[config.mk]
export PLATFORM = sky130hd
export DESIGN_NAME = battle_datapath
export DESIGN_NICKNAME = d
export VERILOG_FILES = /design/src/rtl/battle_pkg.sv /design/src/rtl/battle_datapath_mult.sv /design/src/rtl/battle_datapath.sv
export SDC_FILE = /design/constraint.sdc
export NUM_CORES = 1
export LEC_CHECK = 0
export ABC_AREA = 1
export CAP_MARGIN = 5
export CORE_MARGIN = 3
export CORE_UTILIZATION = 58
export DETAILED_ROUTE_END_ITERATION = 8
export PLACE_DENSITY = 0.81
export SETUP_SLACK_MARGIN = 0.5
export SYNTH_ARGS = -nofsm -noshare
export SYNTH_HDL_FRONTEND = slang
export SYNTH_HIERARCHICAL = 1
export SYNTH_SLANG_ARGS = --single-unit
[constraint.sdc]
create_clock -name clk -period 2.3 [get_ports clk]
set_input_delay 0.23 -clock clk [delete_from_list [all_inputs] [get_ports clk]]
set_output_delay 0.23 -clock clk [all_outputs]
set_load 0.01 [all_outputs]
[src/rtl/battle_pkg.sv]
// battle_pkg: shared types and constants for the battle datapath
package battle_pkg;
  typedef enum logic [1:0] {IDLE, MULT, SCALE, DONE} calc_state_t;
  localparam logic TRAINER_PLAYER = 1'b0;
  localparam logic TRAINER_AI = 1'b1;
  localparam logic [7:0] MOVE_POWER [4] = '{8'd40, 8'd60, 8'd80, 8'd120};
  function automatic logic [7:0] move_power(input logic [1:0] idx);
    return MOVE_POWER[idx];
  endfunction
endpackage

[src/rtl/battle_datapath_mult.sv]
// shift_add_mult8: 8x8->16 sequential shift-add multiplier, one multiplier bit per cycle
module shift_add_mult8 (
  input  logic        clk,
  input  logic        reset,
  input  logic        start,
  input  logic [7:0]  a,
  input  logic [7:0]  b,
  output logic        busy,
  output logic        done,
  output logic [15:0] product
);
  logic [15:0] mcand;
  logic [7:0]  mplier;
  logic [2:0]  cnt;
  // done marks the cycle consuming bit 7; product is final after that edge
  assign done = busy && cnt == 3'd7;
  always_ff @(posedge clk) begin
    if (reset) begin
      busy <= 1'b0;
      product <= '0;
      mcand <= '0;
      mplier <= '0;
      cnt <= '0;
    end else if (start && !busy) begin
      busy <= 1'b1;
      product <= '0;
      mcand <= {8'd0, a};
      mplier <= b;
      cnt <= '0;
    end else if (busy) begin
      product <= product + (mplier[0] ? mcand : 16'd0);
      mcand <= mcand << 1;
      mplier <= mplier >> 1;
      cnt <= cnt + 3'd1;
      busy <= !done;
    end
  end
endmodule

[src/rtl/battle_datapath.sv]
// battle_datapath: move/HP storage, multi-cycle damage calculation and edge-triggered damage apply
module battle_datapath
  import battle_pkg::*;
#(
  parameter int HP_W   = 8,
  parameter int MAX_HP = 200,
  parameter int P_ATK  = 40,
  parameter int P_DEF  = 20,
  parameter int AI_ATK = 36,
  parameter int AI_DEF = 16
) (
  input  logic            clk,
  input  logic            reset,
  input  logic            ld_move,
  input  logic [1:0]      p_move_sel,
  input  logic [1:0]      ai_move_sel,
  input  logic            calc_damage,
  input  logic            active_trainer,
  input  logic            apply_damage,
  input  logic            target,
  output logic            dmg_valid,
  output logic [HP_W-1:0] damage,
  output logic [HP_W-1:0] p_hp,
  output logic [HP_W-1:0] ai_hp,
  output logic            p_hp_zero,
  output logic            ai_hp_zero
);
  localparam logic [15:0]     DMG_MAX = 16'((1 << HP_W) - 1);
  localparam logic [HP_W-1:0] HP_INIT = HP_W'(MAX_HP);
  calc_state_t state, next;
  logic [1:0]      move_q;
  logic [7:0]      def_q;
  logic            apply_q, rise, start, mult_busy, mult_done;
  logic [7:0]      mcand, mplier;
  logic [15:0]     product, raw, dmg_raw;
  logic [HP_W-1:0] dmg_sat, p_next, ai_next;
  assign start  = state == IDLE && calc_damage;
  assign mcand  = active_trainer == TRAINER_AI ? move_power(ai_move_sel) : move_power(move_q);
  assign mplier = active_trainer == TRAINER_AI ? 8'(AI_ATK) : 8'(P_ATK);
  shift_add_mult8 u_mult (
    .clk(clk), .reset(reset), .start(start), .a(mcand), .b(mplier),
    .busy(mult_busy), .done(mult_done), .product(product)
  );
  always_comb begin
    next = (state == IDLE)  ? (calc_damage ? MULT : IDLE) :
           (state == MULT)  ? (mult_done ? SCALE : MULT) :
           (state == SCALE) ? DONE :
                              (calc_damage ? DONE : IDLE);
  end
  always_ff @(posedge clk) state <= reset ? IDLE : next;
  assign dmg_valid = state == DONE;
  // minimum damage is 1, then clamp to the HP range
  assign raw     = product >> 4;
  assign dmg_raw = raw > {8'd0, def_q} ? raw - {8'd0, def_q} : 16'd1;
  assign dmg_sat = dmg_raw > DMG_MAX ? DMG_MAX[HP_W-1:0] : dmg_raw[HP_W-1:0];
  assign rise    = apply_damage && !apply_q;
  assign p_next  = (rise && target == TRAINER_PLAYER) ? (p_hp > damage ? p_hp - damage : '0) : p_hp;
  assign ai_next = (rise && target == TRAINER_AI) ? (ai_hp > damage ? ai_hp - damage : '0) : ai_hp;
  always_ff @(posedge clk) begin
    if (reset) begin
      move_q <= '0;
      def_q <= '0;
      damage <= '0;
      apply_q <= 1'b0;
      p_hp <= HP_INIT;
      ai_hp <= HP_INIT;
      p_hp_zero <= 1'b0;
      ai_hp_zero <= 1'b0;
    end else begin
      if (ld_move && state == IDLE) move_q <= p_move_sel;
      if (start) def_q <= active_trainer == TRAINER_AI ? 8'(P_DEF) : 8'(AI_DEF);
      if (state == SCALE) damage <= dmg_sat;
      apply_q <= apply_damage;
      p_hp <= p_next;
      ai_hp <= ai_next;
      p_hp_zero <= p_next == '0;
      ai_hp_zero <= ai_next == '0;
    end
  end
endmodule

* Yosys cells after proc, flatten, opt, wreduce, memory -nomap -nowiden
Index checks and enable logic that the tools add are counted.
** Operators by class
- Bitwise logic cells :: 3
- Multiplexer cells :: 28
- Reductions and logical operators :: 15
- Order comparisons :: 6
- Equality and inequality tests :: 4
- $add $sub $neg :: 5
** Operators with widths (count)
- $mux 8 :: 14
- $bmux 8 s2 :: 2
- $mux 16 :: 2
- $add 16x16->16 :: 1
- $gt 16x8->1 const B :: 1
- $gt 8x8->1 :: 2
- $logic_not 8->1 :: 2
- $sub 8x8->8 :: 2
- $sub 12x8->13 :: 1
- $gt 12x8->1 :: 1
- $mux 2 :: 5
- $logic_and 1x1->1 :: 7
- $ge 3x3->1 const B :: 2
- $not 2->3 :: 2
- $eq 2x2->1 const B :: 2
- $mux 4 :: 1
- $add 3x1->3 const B :: 1
- $eq 3x3->1 const B :: 1
- $logic_not 1->1 :: 3
- $mux 1 :: 3
- $mux 3 :: 1
- $eq 2x1->1 const B :: 1
- $logic_not 2->1 :: 1
- $reduce_bool 2->1 :: 1
- 2 further kinds :: 2
** Word-level totals
- Bits of input ports :: 11
- Register bits :: 83

* Longest topological paths before layout
- Depth after elaboration :: 6
- Gate-level depth with buffers :: 16

* By module
Netlist, hierarchy kept.
** By module, submodules not included
- shift_add_mult8 :: cells an instance 461, seq. area each 880.8 µm², times used 1, area an instance 2806.4 µm²
- battle_datapath :: cells an instance 422, seq. area each 660.6 µm², times used 1, area an instance 2595.0 µm²

* Least setup slack after synthesis
No wires, ideal clock.
- Kind :: flip-flop to flip-flop
- From :: reg u_mult.mplier[0]
- To :: reg u_mult.product[8]
- Stages on the path, launching flop included :: 16
- Data required time :: 2.191 ns
- Data arrival time :: 1.919 ns
- Library setup time :: 0.109 ns
- Setup slack :: 0.272 ns
- Path through :: dfxtp_1 buf_2 clkbuf_1 nand2_1 inv_1 ha_1 fa_1 nand2_1 nand2_1 and2_4 nand2_1 nand2_1 xnor2_1 nand2_1 nand2_1 inv_1
** Between the ends
- Cells in the longest elaborated chain, start to end :: 2
** RTL lines
- from (decl) :: line battle_datapath_mult.sv:13 : logic [7:0] mplier;
- from (signal assigned) :: line battle_datapath_mult.sv:33 : mplier <= mplier >> 1;
- $mux 16 :: line battle_datapath_mult.sv:31 : product <= product + (mplier[0] ? mcand : 16'd0);
- $add 16x16->16 :: line battle_datapath_mult.sv:31
- to (signal assigned) :: line battle_datapath_mult.sv:31
- to (decl) :: line battle_datapath_mult.sv:10 : output logic [15:0] product
No other way between the ends.
A chain may end at the register's enable or synchronous reset.

* Final worst setup path
- From :: reg p_hp[0]
- To :: reg p_hp_zero
** Between the ends
- Cells in the longest elaborated chain, start to end :: 4
- Elaborated cells on any way between the ends :: 5
** RTL lines
- from (decl) :: line battle_datapath.sv:23 : output logic [HP_W-1:0] p_hp,
- from (signal assigned) :: line battle_datapath.sv:74 : p_hp <= p_next;
- $sub 8x8->8 / $gt 8x8->1 (equally long branches) :: line battle_datapath.sv:57 : assign p_next = (rise && target == TRAINER_PLAYER) ? (p_hp > damage ? p_hp - damage : '0) : p_hp;
- $mux 8 :: line battle_datapath.sv:57
- $mux 8 (*) :: line battle_datapath.sv:57
- $logic_not 8->1 (*) :: line battle_datapath.sv:76 : p_hp_zero <= p_next == '0;
- to (signal assigned) :: line battle_datapath.sv:67 : p_hp_zero <= 1'b0;
- to (signal assigned) :: line battle_datapath.sv:76
- to (decl) :: line battle_datapath.sv:25 : output logic p_hp_zero,
Every way passes the cells marked *; elsewhere a longest branch is shown, timed or not.

==> results.yml <==
routing:
  drt_iter0_drc: 250
  avgViaCountPerCell: 5.28
  route.detailed.drc: 0
  wl_per_cell_um: 14.0
  ant_nets: 0
  vias: 5588
  drt_first_pass_iters: 5
  wirelength_um: 14800
cts:
  cts_buffer_depth: 2
  cts_tree: "built"
  cts_sinks: 77
  insertion_delay_ps: 370
  cts-buffers-inserted: 9
  root_buffer: "clkbuf_8"
  clk_pin_slew_ps: 90
  htreeDepth: 3
logic_synthesis:
  synth-seq-area-share: 0.285
  ys_ff_latch: 77
  synth_cells: 883
  ys_types: 40
  yosys-top-cells-count: "327 x nand2_1, 160 x inv_1, 77 x dfxtp_1"
  netlist_area_um2: 5400
  syn_avg_cell_area_um2: 6.12
  yosysMostFrequentCell: "nand2_1"
  synth_edf_count: 0
  synth_top_cell_by_area: "dfxtp_1"
  synth_top_area_frac: 0.285
  synth.area.top_cells: "dfxtp_1 29%, nand2_1 23%, inv_1 11%"
  yosysWarnings: 6
  ys.flop_type: "dfxtp_1"
  synth_async_sr_flop_share: 0
worst_setup_path:
  crit_start: "p_hp[0]"
  worstPathRequired_ps: 2610
  worstSetupPathType: "reg2reg"
  crit_path_end: "p_hp_zero"
  r2r_slack_ps: 450
  ff2ff_path_depth: 14
  path_max_fanout: 8
  arrival_ps: 2160
  critical_path.endpoint_type: "register"
  r2r-end: "p_hp_zero"
  worstSetupStartpointType: "register"
  rr_startpoint: "p_hp[0]"
global_routing:
  grt_max_degree: 33
  grt_pass1_vias: 4938
  grt_pass1_wl_um: 22000
  antenna_found_initial: 0
  grt-ovfl-total: 0
  grt_util_all_layers: 0.262
timing:
  fin_tns_setup_ps: 0
  finalCriticalPeriod_ps: 1850
  hold_violations: 0
  relSlewSlack: 0.630
  drv_slew: 0
  tightest_slew_ps: 555
  finClkSkew_ps: 12.1
  post-route-period-util: 0.804
  setup_viol: 0
  max_freq_ghz: 0.541
  holdWs_ps: 462
  grt_setup_unrepaired: "true"
cells_and_area:
  final_area_um2: 6950
  final_cell_count_no_fill: 1059
  drive_above_1_share: 0.216
  num-fill-cells: 643
  insertedDiodeCount: 0
  fin_nets: 996
  multiInputGateArea_um2: 3810
  seqCellArea_um2: 1570
  synthToLayoutAreaGrowth_pct: 28.7
run_status:
  outcome: "complete, no violations"
power_and_ir_drop:
  peakVddDrop_uv: 347
  p_per_area_nw_per_um2: 491
  leakage_nw: 3.48
place:
  place_inst: 1024
  place_congestion: 0.929
  dp_hpwl_um: 10200
  portBuffers: 37
  post_dp_cell_area_um2: 5900
die:
  ios: 38
  initial_core_util: 0.608
  die_area_um2: 10500
  coreArea_um2: 8890
  rows: 34
  die_y_um: 103
  fp.dieW_um: 103
job:
  cap_violations: 0
hold_path:
  hold_class: "in2reg"
what timing repair did:
| action | CTS | global route |
|---|---|---|
| setup buffers | 7 | 12 |
| hold buffers | 0 | 0 |
| resized for setup | 61 | 97 |
| pin swaps | 14 | 51 |
| setup endpoints to repair | 33 | 33 |
worst min path at each step:
| stage | start | slack [ps] | end | depth (start not counted) |
|---|---|---|---|---|
| after global routing | apply_damage | 470 | apply_q | 3 |
| after CTS | apply_damage | 460 | apply_q | 3 |
| after detailed placement | u_mult/mplier[7] | 450 | u_mult/mplier[7] | 2 |
| after global placement | u_mult/mcand[15] | 450 | u_mult/mcand[15] | 2 |
| final | apply_damage | 460 | apply_q | 3 |
| after floorplan | reset | 300 | u_mult/mcand[0] | 1 |
through the flow:
stage	setup slack [ps]	utilization	power, W
after floorplan	392	-	0.00194
after global placement	244	0.664	0.00207
after detailed placement	215	0.664	0.00209
after CTS	467	0.730	0.00331
after global routing	315	0.782	0.00355
final	450	0.782	0.00341
metal layers:
layer | global-route usage | share of wire
met1 | 0.325 | 0.41
met2 | 0.461 | 0.52
met3 | 0.0332 | 0.045
met4 | 0.103 | 0.022
met5 | 0 | 0
report_power, final:
| group | internal (W) | switching [W] |
|---|---|---|
| clock | 0.000628 | 0.000566 |
| combinational | 0.000316 | 0.000440 |
| sequential | 0.00139 | 0.0000754 |
| total | 0.00233 | 0.00108 |
state kept, by name, indices dropped and copies added, names as in the netlist:
register        count
def_q               2
p_hp                8
ai_hp_zero          1
damage              8
u_mult/cnt          3
apply_q             1
p_hp_zero           1
move_q              2
u_mult/product     16
state               2
u_mult/busy         1
u_mult/mcand       16
u_mult/mplier       8
ai_hp               8
logic make-up after synthesis:
family                     count (synthesis)  share of synthesized area
AOI/OAI and AO/OA                         77                     0.0829
xor gates and xnor gates                  13                     0.0211
adders and majority gates                 39                     0.0945
buffers and inverters                    184                      0.132
DFF                                       77                      0.285
other                                      2                    0.00139
and+or+nand+nor                          491                      0.383
cell type report:
| cell class | instances | share of cell area |
|---|---|---|
| clock buffers | 9 | 0.0178 |
| multi-input cells | 629 | 0.548 |
| well taps | 108 | 0.0194 |
| inverters | 167 | 0.0909 |
| clock inverters | 7 | 0.0151 |
| repair buffers | 62 | 0.0832 |
| flip-flops and latches | 77 | 0.225 |
critical path, cell delays in order, from the launching register on:
cell and delay, ps:
dfxtp_2 350, inv_2 60, ha_4 120, inv_2 40, fa_2 360, nand3_2 80
nand3_2 80, nand2_2 100, a21oi_4 60, buf_12 140, nand2_2 70, nand2_1 60
nor2_1 110, nand2_1 60, nor2_1 90
layout by cell type (no fill, tap or decap), types with 10 or more instances in the layout:
cell	netlist	routed
a21oi_1	48	40
buf_4	4	22
clkdlybuf4s50_1	0	37
dfxtp_1	77	64
dfxtp_2	0	10
ha_4	0	27
inv_1	160	141
inv_2	7	24
nand2_1	327	284
nand2_2	4	41
nand3_1	55	44
nand3_2	1	11
nor2_1	65	60
o21ai_0	11	10
(Power assumes the default switching activity.)
